===== config.mk =====
export PLATFORM = sky130hd
export DESIGN_NAME = uart_rx_fifo
export DESIGN_NICKNAME = d
export VERILOG_FILES = /design/src/rtl/uart_rx_fifo.sv
export SDC_FILE = /design/constraint.sdc
export NUM_CORES = 1
export LEC_CHECK = 0
export BUFFER_PORTS_ARGS = -buffer_cell sky130_fd_sc_hd__buf_2
export CAP_MARGIN = 15
export CORE_MARGIN = 4
export CORE_UTILIZATION = 35
export CTS_CLUSTER_SIZE = 40
export DETAILED_ROUTE_END_ITERATION = 16
export PLACE_DENSITY = 0.48
export REMOVE_ABC_BUFFERS = 1
export SYNTH_ARGS = -nofsm -noshare
export SYNTH_HDL_FRONTEND = slang
export SYNTH_SLANG_ARGS = --single-unit

===== constraint.sdc =====
create_clock -name clk -period 6.64 [get_ports clk]
set_input_delay 0.664 -clock clk [delete_from_list [all_inputs] [get_ports clk]]
set_output_delay 0.664 -clock clk [all_outputs]
set_load 0.02 [all_outputs]

===== src/rtl/uart_rx_fifo.sv =====
// 8N1 UART receiver with a 2-flop input synchroniser, mid-bit sampling FSM and
// a small show-ahead FIFO presented as a valid/ready byte stream.
module uart_rx_fifo #(
  parameter int CLKS_PER_BIT = 434,
  parameter int FIFO_AW      = 2
) (
  input  logic               clk,
  input  logic               rst,
  input  logic               rx,
  output logic [7:0]         rx_data,
  output logic               rx_valid,
  input  logic               rx_ready,
  output logic [FIFO_AW:0]   fifo_count,
  output logic               frame_err,
  output logic               overflow
);

  localparam int DEPTH = 2 ** FIFO_AW;
  localparam int TW    = $clog2(CLKS_PER_BIT);
  localparam logic [TW-1:0]    T_HALF    = TW'(CLKS_PER_BIT / 2 - 1);
  localparam logic [TW-1:0]    T_FULL    = TW'(CLKS_PER_BIT - 1);
  localparam logic [FIFO_AW:0] CNT_DEPTH = (FIFO_AW + 1)'(DEPTH);
  localparam logic [FIFO_AW:0] CNT_ONE   = (FIFO_AW + 1)'(1);

  typedef enum logic [1:0] {IDLE, START, DATA, STOP} state_t;

  state_t              state, state_n;
  logic [TW-1:0]       timer, timer_n;
  logic [2:0]          bit_idx, bit_idx_n;
  logic [7:0]          shift, shift_n;
  logic                rx_meta, rx_s, rx_prev;
  logic                push, ferr;

  logic [7:0]          mem [DEPTH];
  logic [FIFO_AW-1:0]  wr_ptr, rd_ptr;
  logic [FIFO_AW:0]    count;
  logic                full, pop, accept;

  // NOTE: every register is updated with <= so all flops sample the values
  // from before the edge, regardless of statement order.
  always_ff @(posedge clk) begin
    if (rst) begin
      rx_meta   <= 1'b1;
      rx_s      <= 1'b1;
      rx_prev   <= 1'b1;
      state     <= IDLE;
      timer     <= '0;
      bit_idx   <= '0;
      shift     <= '0;
      frame_err <= 1'b0;
      overflow  <= 1'b0;
    end else begin
      rx_meta   <= rx;
      rx_s      <= rx_meta;
      rx_prev   <= rx_s;
      state     <= state_n;
      timer     <= timer_n;
      bit_idx   <= bit_idx_n;
      shift     <= shift_n;
      frame_err <= ferr;
      overflow  <= push && !accept;
    end
  end

  // NOTE: each output of this block gets a default first, so no path leaves a
  // value unassigned and no latch is inferred.
  always_comb begin
    state_n   = state;
    timer_n   = timer + TW'(1);
    bit_idx_n = bit_idx;
    shift_n   = shift;
    push      = 1'b0;
    ferr      = 1'b0;
    unique case (state)
      IDLE: begin
        timer_n = '0;
        // Only a fresh falling edge arms a frame, so a held-low break line
        // cannot retrigger after a framing error.
        if (rx_prev && !rx_s) state_n = START;
      end
      START: begin
        if (timer == T_HALF) begin
          timer_n = '0;
          state_n = rx_s ? IDLE : DATA;
        end
      end
      DATA: begin
        if (timer == T_FULL) begin
          timer_n   = '0;
          shift_n   = {rx_s, shift[7:1]};
          bit_idx_n = bit_idx + 3'd1;
          if (bit_idx == 3'd7) state_n = STOP;
        end
      end
      STOP: begin
        // Leave mid stop bit so a back-to-back start edge is not missed.
        if (timer == T_FULL) begin
          timer_n = '0;
          push    = rx_s;
          ferr    = !rx_s;
          state_n = IDLE;
        end
      end
      default: state_n = IDLE;
    endcase
  end

  assign full     = (count == CNT_DEPTH);
  assign rx_valid = (count != '0);
  assign pop      = rx_valid && rx_ready;
  assign accept   = push && (!full || pop);

  always_ff @(posedge clk) begin
    if (rst) begin
      wr_ptr <= '0;
      rd_ptr <= '0;
      count  <= '0;
    end else begin
      if (accept) wr_ptr <= wr_ptr + FIFO_AW'(1);
      if (pop)    rd_ptr <= rd_ptr + FIFO_AW'(1);
      unique case ({accept, pop})
        2'b10:   count <= count + CNT_ONE;
        2'b01:   count <= count - CNT_ONE;
        default: count <= count;
      endcase
    end
  end

  // NOTE: the storage array has no reset; occupancy is tracked by count and
  // the head byte is masked while empty, so stale contents are never seen.
  always_ff @(posedge clk) begin
    if (accept) mem[wr_ptr] <= shift;
  end

  assign rx_data    = rx_valid ? mem[rd_ptr] : 8'h00;
  assign fifo_count = count;

endmodule


======== Word level (Yosys, flattened, before mapping) ========
Memory sizes are Yosys's and may differ from the RTL's. A register that Yosys moved wholly into a read port is not among the register bits.
Index checks and enable logic that the tools add are counted.
word-level totals
  output and inout port bits .............. 14
  word-level logic and storage cells ...... 68
  bits in registers ....................... 34
  input port bits ......................... 4
  ROM bits ................................ 0
  latch bits .............................. 0
  bits in writable memories ............... 32
  memories ................................ 1
operators by class
  $mul .................................... 0
  eq/ne operators ......................... 14
  div/mod/pow operators ................... 0
  $lt $le $gt $ge ......................... 0
  shift operators ......................... 0
  add/subtract/negate cells ............... 6
  reductions and logical operators ........ 15
  bitwise logic cells ..................... 2
  muxes and demuxes ....................... 18
memory list
  name  words  bits a word  rd ports  clocked after memory_dff  wr ports  RTL line  text
  mem   4      8            1         1                         1         34        logic [7:0] mem [DEPTH];
operators with widths
  kind                 number
  $pmux 9 s3           1
  $mux 9               2
  $mux 2               8
  $ne 2x2->1 const B   5
  $add 9x1->9 const B  1
  $eq 9x8->1 const B   1
  $eq 9x9->1 const B   1
  $mux 8               1
  $pmux 2 s4           1
  $add 3x1->3 const B  2
  $eq 2x2->1 const B   3
  $eq 3x3->1 const B   2
  $pmux 3 s2           1
  $reduce_and 5->1     1
  $add 2x1->2 const B  2
  $eq 2x1->1 const B   2
  $logic_and 1x1->1    4
  $mux 1               4
  $logic_not 1->1      3
  $reduce_bool 3->1    1
  $reduce_or 3->1      1
  $sub 3x1->3 const B  1
  $logic_not 2->1      1
  $not 1->1            2
  other kinds (4)      4

======== Depth between registers and ports, before layout ========
Gate-level depths: netlist (run 1).
  depth after elaboration ................. 6
  gate-level depth with buffers ........... 10
  gate-level depth less buffers ........... 10

======== Least setup slack after synthesis (run 1) ========
Ideal clock, no wire load.
  path type ............................... input to register
  from .................................... input port rx_ready
  to ...................................... register count[2], in the netlist fifo_count[2]
  path buffers ............................ 1
  required time ........................... 6.566 ns
  cell stages on the path ................. 6
  setup time .............................. 0.074 ns
  slack ................................... 4.278 ns
  arrival time ............................ 2.288 ns
  cell sequence ........................... clkbuf_1 -> o31a_1 -> nand2_1 -> fa_1 -> or4_1 -> a31oi_1
between the ends
  word-level cells in the longest chain between the ends .. 5
  elaborated cells between the ends (all ways) .. 7
  those cells by class .................... 2 x eq/ne; 1 x mux; 4 x reduce/logical
ends and longest elaborated chain
  item                                             RTL line  text
  from (decl)                                      12        input logic rx_ready,
  $logic_and 1x1->1 *                              110       assign pop = rx_valid && rx_ready;
  $logic_or 1x1->1                                 111       assign accept = push && (!full || pop);
  $logic_and 1x1->1                                111
  $eq 2x1->1 or $eq 2x2->1 (tied branches)         121       unique case ({accept, pop})
  $pmux 3 s2 or $reduce_bool 2->1 (tied branches)  -
  to (signal assigned)                             122       2'b10: count <= count + CNT_ONE;
  to (signal assigned)                             123       2'b01: count <= count - CNT_ONE;
  to (signal assigned)                             124       default: count <= count;
  to (decl)                                        36        logic [FIFO_AW:0] count;
Mark *: on every way between the ends. The rest lies on a longest branch, timed or not.
A chain may end at the register's enable or synchronous reset.

==> impl_metrics.env, run 1 <==
export IMPL_finalSetupViolCount=0
export IMPL_cts_tree="built"
export IMPL_hold_start="rx_meta"
export IMPL_port_buffers=17
export IMPL_drc_errors=0
export IMPL_seq_area_frac_synth_pct=56.80
export IMPL_period_needed_ns=2.577
export IMPL_finalSetupTns_ns=0
export IMPL_hold_ws_ns=0.4110
export IMPL_async_flop_share_pct=0
export IMPL_core_mm2=0.008217
export IMPL_grt_pass1_vias=1766
export IMPL_fin_cells=361
export IMPL_drtIter0Drc=60
export IMPL_netlist_area_leader_share_pct=32.46
export IMPL_power_density_mw_per_mm2=241.5
export IMPL_synth_seq_cells=68
export IMPL_tightest_slew_ns=0.7770
export IMPL_fmax_mhz=388.0
export IMPL_grt_first_pass_wirelength_um=8997
export IMPL_root_buffer="clkbuf_8"
export IMPL_final_common_cell="dfxtp_1"
export IMPL_overflow=0
export IMPL_post_dp_cell_area_mm2=0.003143
export IMPL_finClkSkew_ns=0.006698
export IMPL_ant_nets=0
export IMPL_crit_fanout=8
export IMPL_slowest_stage="dfxtp_1"
export IMPL_hold_path_class="reg2reg"
export IMPL_design_area_mm2=0.003357
export IMPL_cp_data_required_time_ns=5.98
export IMPL_synth_main_ff_cell="dfxtp_1"
export IMPL_grt_antenna_before_repair=0
export IMPL_ctsHoldBuffers=0
export IMPL_fp_dieArea_mm2=0.009993
export IMPL_routed_wl_um=5263
export IMPL_crit_chain="mux4_2 > nor2b_1 > buf_2"
export IMPL_drive_above_1_share_pct=19.53
export IMPL_reg2reg_from="timer[0]"
export IMPL_cts_sinks=68
export IMPL_htreeDepth=3
export IMPL_p_leak_uw=0.001254
export IMPL_wire_per_inst_um=14.58
export IMPL_grt_max_degree=33
export IMPL_yosysWarnings=0
export IMPL_hpwl_um=3498
export IMPL_syn_inst=231
export IMPL_start_kind="flop"
export IMPL_syn_avg_cell_area_um2=12.82
export IMPL_boundaryPins=18
export IMPL_cts_made_buffers=9
export IMPL_cpPeakStageDelay_ns=0.69
export IMPL_synth_top_family_by_area="simple AND/OR/NAND/NOR gates"
export IMPL_die_x_um=99.97
export IMPL_num_vias=1745
export IMPL_min_period_over_period_pct=38.82
export IMPL_vias_per_cell=4.834
export IMPL_synthMuxAreaShare_pct=10.52
export IMPL_path_delay_family="flip-flops"
export IMPL_cts_resized_gates=0
export IMPL_synth_fa_ha_area_share_pct=4.480
export IMPL_drv_cap=0
export IMPL_arrival_ns=1.91
export IMPL_cts_path_max_buffers=2
export IMPL_clkSlewWorstSetupHoldPaths_ns=0.07
export IMPL_vdd_drop_max_mv=0.1129
export IMPL_status="finished, final reports clean"
export IMPL_drv_slew=0
export IMPL_syn_cell_area_mm2=0.002960
export IMPL_post_cts_buffers=0
export IMPL_final_cell_mix="36 x dfxtp_1, 32 x edfxtp_1, 30 x nor2_1"
export IMPL_synth_compound_area_share_pct=3.001
export IMPL_crit_buf_inv=1
export IMPL_synth_edf_count=32
export IMPL_dr_pass1_iters=4
export IMPL_critPathCaptureType="primary output"
export IMPL_crit_type="reg2out"
export IMPL_ys_types=47
export IMPL_dp_cells=345
export IMPL_hold_viol=0
export IMPL_synth_top_area_cell="edfxtp_1"
export IMPL_synth_xor_area_share_pct=3.254
export IMPL_max_slew_margin_pct=48.06
export IMPL_finalWeightedCongestion=0.7572
export IMPL_synthSimpleGateAreaFrac_pct=19.40
export IMPL_area_growth_pct=13.40
export IMPL_die_y_um=99.97
export IMPL_clk_latency_ns=0.34
export IMPL_track_usage_pct=11.83
export IMPL_n_antenna_cell=0
export IMPL_nNetsFinal=265
export IMPL_synth_area_top_cells="edfxtp_1 32%, dfxtp_1 24%, mux4_2 6.1%, mux2i_1 4.1%, ha_1 3.8%"
export IMPL_rsz0062_at_grt="no"
export IMPL_initial_core_util_pct=36.03
export IMPL_rows=33
[where the power goes]
| group | internal [µW] | switching, µW |
|---|---|---|
| Sequential | 436 | 1.28 |
| Combinational | 2.74 | 5.57 |
| Clock | 210 | 155 |
[through the flow]
| step | utilization, % | total power (µW) | worst slack (ns) |
|---|---|---|---|
| final | 40.86 | 810.6 | 4.063 |
| after global routing | 40.86 | 847.1 | 3.907 |
| after CTS | 40.86 | 822.3 | 3.988 |
| after detailed placement | 38.25 | 454.7 | 4.266 |
| after global placement | 38.25 | 454.7 | 4.299 |
| after floorplan | - | 449.4 | 4.436 |
[sequential cells by signal, indices dropped and copies added, names as in the netlist, 2 cells and up, named ones only]
signal / count
rd_ptr: 2
shift: 8
wr_ptr: 2
timer: 9
fifo_count: 3
mem: 32
bit_idx: 3
[metal layers]
metal | track usage, % | vias to the layer above | share of wire, %
met5 | 0 | - | 0
met4 | 5.042 | 0 | 1.6
met3 | 3.127 | 8 | 2.6
met2 | 18.93 | 20 | 48
met1 | 15.14 | 838 | 47
li1 | - | 879 | -
[worst register-to-register path: stages, from the launching register on]
cell and delay [ns]:
dfxtp_1 0.42, ha_1 0.25, nand4bb_4 0.17, or3_4 0.38, nand2_1 0.09, fa_1 0.40
nor2_1 0.15, nand2_1 0.06, mux2_1 0.28, o211ai_1 0.07
[kinds of logic (layout without fill, tap and decap cells)]
| kind of cell | Yosys count | after routing |
|---|---|---|
| buf+inv | 18 | 43 |
| compound gates | 12 | 12 |
| mux | 21 | 21 |
| xor+xnor | 11 | 11 |
| flops | 68 | 68 |
| fa+ha+maj | 10 | 10 |
| simple gates | 91 | 91 |
[path summary, 6_finish.rpt]
kind	slack (ns)	end	cells after the start
min	0.41	rx_s	1
max reg2reg	4.29	fifo_count[1]	9
max	4.06	rx_data[7]	3
min reg2reg	0.41	rx_s	1
[synth_stat cells (all sizes together), types with 2 or more instances]
library cell,n
dfxtp,36
inv,9
nand3b,2
o211ai,3
and3,2
clkbuf,5
nand2,5
buf,4
xor2,4
xnor2,7
or3,2
mux2i,12
nor4,3
and4b,3
edfxtp,32
a31oi,3
nor3,4
mux4,8
nand3,7
ha,9
and2,4
or4,2
nor2,30
nor2b,11
nand4,2
nand4b,2
nor4b,3
or2,3
[cell type report]
class / count / area [µm²]
multi-input cells: 145 / 1204
inverters: 9 / 33.78
fillers: 776 / 4860
well taps: 105 / 131.4
flip-flops and latches: 68 / 1682
repair buffers: 18 / 92.59
clock inverters: 7 / 90.09
clock buffers: 9 / 123.9
Power figures use the tool's default switching activity.
==> inputs of run 2 (changes only) <==
- ABC_AREA: default -> 1
- clock period: 6.64 -> 2.65 ns (I/O delays scaled with it)
==> run 2 against run 1 <==
Synthesized area shrank 2.1%. Synthesized cell count grew 30%. Final cell count grew 19%. Via count grew 15%. First-iteration DRC count is the same. Critical endpoint is now mem[2][7]. Largest cell class unchanged. Highest routed layer unchanged.
==> impl_metrics.env, run 2 <==
export IMPL_final_cell_mix="54 x nor2_1, 36 x dfxtp_1, 32 x edfxtp_1"
export IMPL_synth_edf_count=32
export IMPL_port_buffers=17
export IMPL_netlist_area_leader_share_pct=33.16
export IMPL_post_route_util_pct=41.78
export IMPL_drv_slew=0
export IMPL_initial_core_util_pct=36.74
export IMPL_worstReg2RegEnd="mem[2][7]"
export IMPL_critPathLaunch="timer[1]"
export IMPL_crit_end="mem[2][7]"
export IMPL_syn_inst=301
export IMPL_finalSetupViolCount=0
export IMPL_drive_above_1_share_pct=17.68
export IMPL_synth_area_top_cells="edfxtp_1 33%, dfxtp_1 25%, nor2_1 7.0%, a21oi_1 4.5%, nand2_1 4.0%"
export IMPL_finalWeightedCongestion=0.7412
export IMPL_cts_tree="built"
export IMPL_synth_seq_cells=68
export IMPL_wire_per_inst_um=12.93
export IMPL_async_flop_share_pct=0
export IMPL_clkSlewWorstSetupHoldPaths_ns=0.07
export IMPL_post_dp_cell_area_mm2=0.003080
export IMPL_cp_data_required_time_ns=2.63
export IMPL_synth_most_common_cell="nor2_1"
export IMPL_synth_common_cells="54 x nor2_1, 36 x dfxtp_1, 32 x edfxtp_1, 31 x nand2_1, 26 x a21oi_1"
export IMPL_yosysWarnings=0
export IMPL_fmax_mhz=477.0
export IMPL_critPathCaptureType="flop"
export IMPL_drc_errors=0
export IMPL_n_antenna_cell=0
export IMPL_status="finished, final reports clean"
export IMPL_ff2ff_path_depth=8
export IMPL_cts_made_buffers=9
export IMPL_min_period_over_period_pct=79.12
export IMPL_routed_wl_um=5558
export IMPL_track_usage_pct=12.36
export IMPL_period_needed_ns=2.097
export IMPL_grt_pass1_vias=1902
export IMPL_drv_cap=0
export IMPL_boundaryPins=18
export IMPL_cts_sinks=68
export IMPL_final_common_cell="nor2_1"
export IMPL_grt_first_pass_wirelength_um=9363
export IMPL_overflow=0
export IMPL_drtIter0Drc=60
export IMPL_finalSetupTns_ns=0
export IMPL_nNetsFinal=337
export IMPL_max_slew_margin_pct=55.20
export IMPL_ant_nets=0
export IMPL_clk_latency_ns=0.34
export IMPL_max_flop_register="mem"
export IMPL_largest_reg_flops=32
export IMPL_synth_main_ff_cell="dfxtp_1"
export IMPL_vdd_drop_max_mv=0.2382
export IMPL_area_growth_pct=13.73
export IMPL_core_mm2=0.007888
export IMPL_num_vias=2006
export IMPL_ctsHoldBuffers=0
export IMPL_rsz0062_at_grt="no"
export IMPL_fp_dieArea_mm2=0.009799
export IMPL_reg2reg_setup_slack_ns=0.55
export IMPL_power_density_mw_per_mm2=824.3
export IMPL_ys_types=33
export IMPL_cts_path_max_buffers=2
export IMPL_post_cts_buffers=0
export IMPL_dr_pass1_iters=4
export IMPL_cts_resized_gates=0
export IMPL_vias_per_cell=4.665
export IMPL_reg2reg_from="timer[1]"
export IMPL_hold_path_class="in2reg"
export IMPL_start_kind="flop"
export IMPL_synth_top_area_cell="edfxtp_1"
export IMPL_p_leak_uw=0.001242
export IMPL_hold_viol=0
export IMPL_finClkSkew_ns=0.006971
export IMPL_grt_antenna_before_repair=0
export IMPL_seq_area_frac_synth_pct=58.03
export IMPL_design_area_mm2=0.003296
export IMPL_hold_ws_ns=0.1028
export IMPL_htreeDepth=3
export IMPL_crit_fanout=8
export IMPL_syn_avg_cell_area_um2=9.627
export IMPL_tightest_slew_ns=0.6696
export IMPL_die_y_um=98.99
export IMPL_crit_type="reg2reg"
export IMPL_die_x_um=98.99
export IMPL_root_buffer="clkbuf_8"
export IMPL_grt_max_degree=17
export IMPL_reg_largest_list="mem x32, timer x9, shift x8"
export IMPL_hpwl_um=3959
export IMPL_rows=32
export IMPL_syn_cell_area_mm2=0.002898
export IMPL_arrival_ns=2.07
-- run 2: critical path, cell delays in order (launching register included) --
cell and delay [ns]:
dfxtp_1 0.32, inv_1 0.10, ha_1 0.15, nand2_1 0.05, nor2_1 0.19, nand3_2 0.12
nor2_4 0.14, nand2_2 0.12, nor2_1 0.54
-- run 2: layout make-up --
type                            instances  area (µm²)
Timing Repair Buffer                   20       107.6
Clock inverter                          7       91.34
Inverter                               29       111.4
Clock buffer                            9       123.9
Fill cell                             792        4592
Multi-Input combinational cell        195        1052
Sequential cell                        68        1682
Tap cell                              102       127.6
-- run 2: through the flow --
step / total power [µW] / cells / setup slack, ns
after floorplan: 1618 / 292 / 0.7077
after global placement: 1834 / 414 / 0.6109
after detailed placement: 1837 / 414 / 0.5114
after CTS: 2758 / 430 / 0.5006
after global routing: 2882 / 430 / 0.3448
final: 2717 / 430 / 0.5534
-- run 2: power by group --
part | switching [µW] | internal [µW]
Sequential | 45.4 | 1130
Combinational | 435 | 192
Clock | 392 | 526
Total | 872 | 1840
-- run 2: how the worst min path moves through the flow --
stage,slack (ns),startpoint,end,depth (start not counted)
after CTS,0.09,rx,rx_meta,2
final,0.10,rx,rx_meta,2
after floorplan,0.33,rst,bit_idx[1],1
after global placement,0.39,rx_meta,rx_s,1
after detailed placement,0.39,rx_meta,rx_s,1
after global routing,0.09,rx,rx_meta,2
-- run 2: per-layer routing --
layer | up-vias | routed length, µm | track usage (%)
met5 | - | 0 | 0
met4 | 0 | 135 | 5.252
met3 | 12 | 181 | 3.609
met2 | 30 | 2835 | 20.76
met1 | 921 | 2404 | 14.70
li1 | 1043 | - | -
-- run 2: cells by family after synthesis --
group           synth area share [%]
compound gates                 9.068
buf+inv                        5.656
xor+xnor                       1.813
fa+ha+maj                      4.577
flops                          58.03
simple gates                   20.85
==> inputs of run 3 (changes only) <==
- PLACE_DENSITY: 0.48 -> 0.5
- clock period: 2.65 -> 1.9 ns (I/O delays scaled with it)
==> run 3 against run 2 <==
Setup slack got worse by 0.43 ns. Clock-buffer cell count did not move. Sequential cell count did not move. Power rose by 41%. Core utilization rose by 1.2 points. Worst hold slack got worse by 0.070 ns. Non-clock buffer count rose by 9. Cell area rose by 2.8%.
==> impl_metrics.env, run 3 (same netlist as run 2, synthesis figures left out) <==
export IMPL_p_switching_uw=1230
export IMPL_cts_sinks=68
export IMPL_cts_tree="built"
export IMPL_power_share_clock_pct=34.0
export IMPL_drtIter0Drc=71
export IMPL_fp_dieArea_mm2=0.009799
export IMPL_ff2ff_path_depth=11
export IMPL_track_usage_pct=11.73
export IMPL_rows=32
export IMPL_cts_made_buffers=9
export IMPL_clk_latency_ns=0.34
export IMPL_post_dp_cell_area_mm2=0.003141
export IMPL_finalWeightedCongestion=0.7565
export IMPL_grt_first_pass_wirelength_um=9149
export IMPL_largest_reg_flops=32
export IMPL_initial_core_util_pct=36.74
export IMPL_tightest_slew_ns=0.4003
export IMPL_cts_path_max_buffers=2
export IMPL_drv_slew=0
export IMPL_dr_pass1_iters=4
export IMPL_ctsHoldBuffers=0
export IMPL_fin_cells=439
export IMPL_hold_ws_ns=0.03247
export IMPL_root_buffer="clkbuf_8"
export IMPL_max_slew_margin_pct=73.29
export IMPL_fmax_mhz=562.3
export IMPL_drive_above_1_share_pct=21.36
export IMPL_crit_chain="inv_2 > ha_1 > nand2_1 > nor2_2 > nand2_2 > inv_4 > nand3_4 > nand2_4 > fa_2 > a21boi_1 > nor2_1"
export IMPL_finClkSkew_ns=0.009150
export IMPL_arrival_ns=2.01
export IMPL_core_mm2=0.007888
export IMPL_die_y_um=98.99
export IMPL_port_buffers=17
export IMPL_critPathCaptureType="flop"
export IMPL_design_area_mm2=0.003387
export IMPL_period_needed_ns=1.778
export IMPL_hold_viol=0
export IMPL_status="finished, final reports clean"
export IMPL_area_growth_pct=16.88
export IMPL_p_leak_uw=0.001293
export IMPL_finalPower_uw=3841
export IMPL_rsz0062_at_grt="no"
export IMPL_power_density_mw_per_mm2=1134
export IMPL_boundaryPins=18
export IMPL_start_kind="flop"
export IMPL_drc_errors=0
export IMPL_num_vias=1988
export IMPL_crit_type="reg2reg"
export IMPL_finalSetupViolCount=0
export IMPL_grt_antenna_before_repair=0
export IMPL_slowest_stage="fa_2"
export IMPL_routed_wl_um=5240
export IMPL_htreeDepth=3
export IMPL_max_flop_register="mem"
export IMPL_power_share_sequential_pct=42.3
export IMPL_overflow=0
export IMPL_reg_largest_list="mem x32, timer x9, shift x8"
export IMPL_grt_pass1_vias=1900
export IMPL_whs_path_depth=2
export IMPL_finalSetupTns_ns=0
export IMPL_dp_cells=422
export IMPL_swShare_pct=32.03
export IMPL_nNetsFinal=346
export IMPL_hpwl_um=3761
export IMPL_reg2reg_setup_slack_ns=0.12
export IMPL_final_cell_mix="53 x nor2_1, 35 x dfxtp_1, 32 x edfxtp_1"
export IMPL_crit_fanout=5
export IMPL_final_common_cell="nor2_1"
export IMPL_wire_per_inst_um=11.94
export IMPL_p_int_uw=2611
export IMPL_drv_cap=0
export IMPL_cpPeakStageDelay_ns=0.51
export IMPL_ant_nets=0
export IMPL_grt_max_degree=17
export IMPL_n_antenna_cell=0
export IMPL_clkSlewWorstSetupHoldPaths_ns=0.08
export IMPL_n_fill_cell=773
export IMPL_die_x_um=98.99
export IMPL_vdd_drop_max_mv=0.3537
export IMPL_hold_path_class="in2reg"
export IMPL_combPwrFrac_pct=23.7
export IMPL_vias_per_cell=4.528
export IMPL_cp_data_required_time_ns=2.14
export IMPL_min_period_over_period_pct=93.59
run 3: layout make-up:
class | instances | area (µm²) | share of cell area [%]
clock inverter | 7 | 97.59 | 2.881
tap | 102 | 127.6 | 3.768
timing repair buffer | 29 | 175.2 | 5.172
sequential | 68 | 1683 | 49.69
inverter | 29 | 111.4 | 3.288
clock buffer | 9 | 123.9 | 3.657
multi-input combinational | 195 | 1069 | 31.55
run 3: timing repair:
action | in CTS | in global routing
endpoints found under the setup margin | 1 | 45
pin swaps | 0 | 2
resized for setup | 1 | 6
setup buffers | 0 | 1
run 3: critical path, delay by kind of cell, from the launching register on:
family                     cells  cell delay (ns)
AOI/OAI and AO/OA              1             0.16
and+or+nand+nor                6             0.41
buffers and inverters          2             0.10
adders and majority gates      2             0.68
DFF                            1             0.34
run 3: final timing paths:
| path | from | end |
|---|---|---|
| worst max-delay path | timer[1] | fifo_count[1] |
| worst min-delay path | rx | rx_meta |
| worst max register to register | timer[1] | fifo_count[1] |
| worst min register to register | rx_meta | rx_s |
run 3: metrics by stage:
step	setup WS [ns]	util [%]
global route	0.003139	42.94
global placement	0.09664	39.82
CTS	0.04453	42.64
floorplan	-0.04228	-
finish	0.1217	42.94
detailed placement	0.05306	39.82
run 3: power by group through the flow:
stage	combinational (µW)	clock (µW)	sequential, µW
3_5_place_dp	918	0	1660
6_report	910	1310	1630
3_3_place_gp	910	0	1660
4_1_cts	919	1360	1630
2_1_floorplan	563	0	1690
5_1_grt	1020	1420	1630
run 3: metal layers:
metal  vias to the layer above  global-route usage, %  share of wire (%)
li1                       1062                      -                  -
met1                       884                  15.44                 47
met2                        38                  17.87                 48
met3                         4                  3.963                3.9
met4                         0                  4.412               0.73
met5                         -                      0                  0
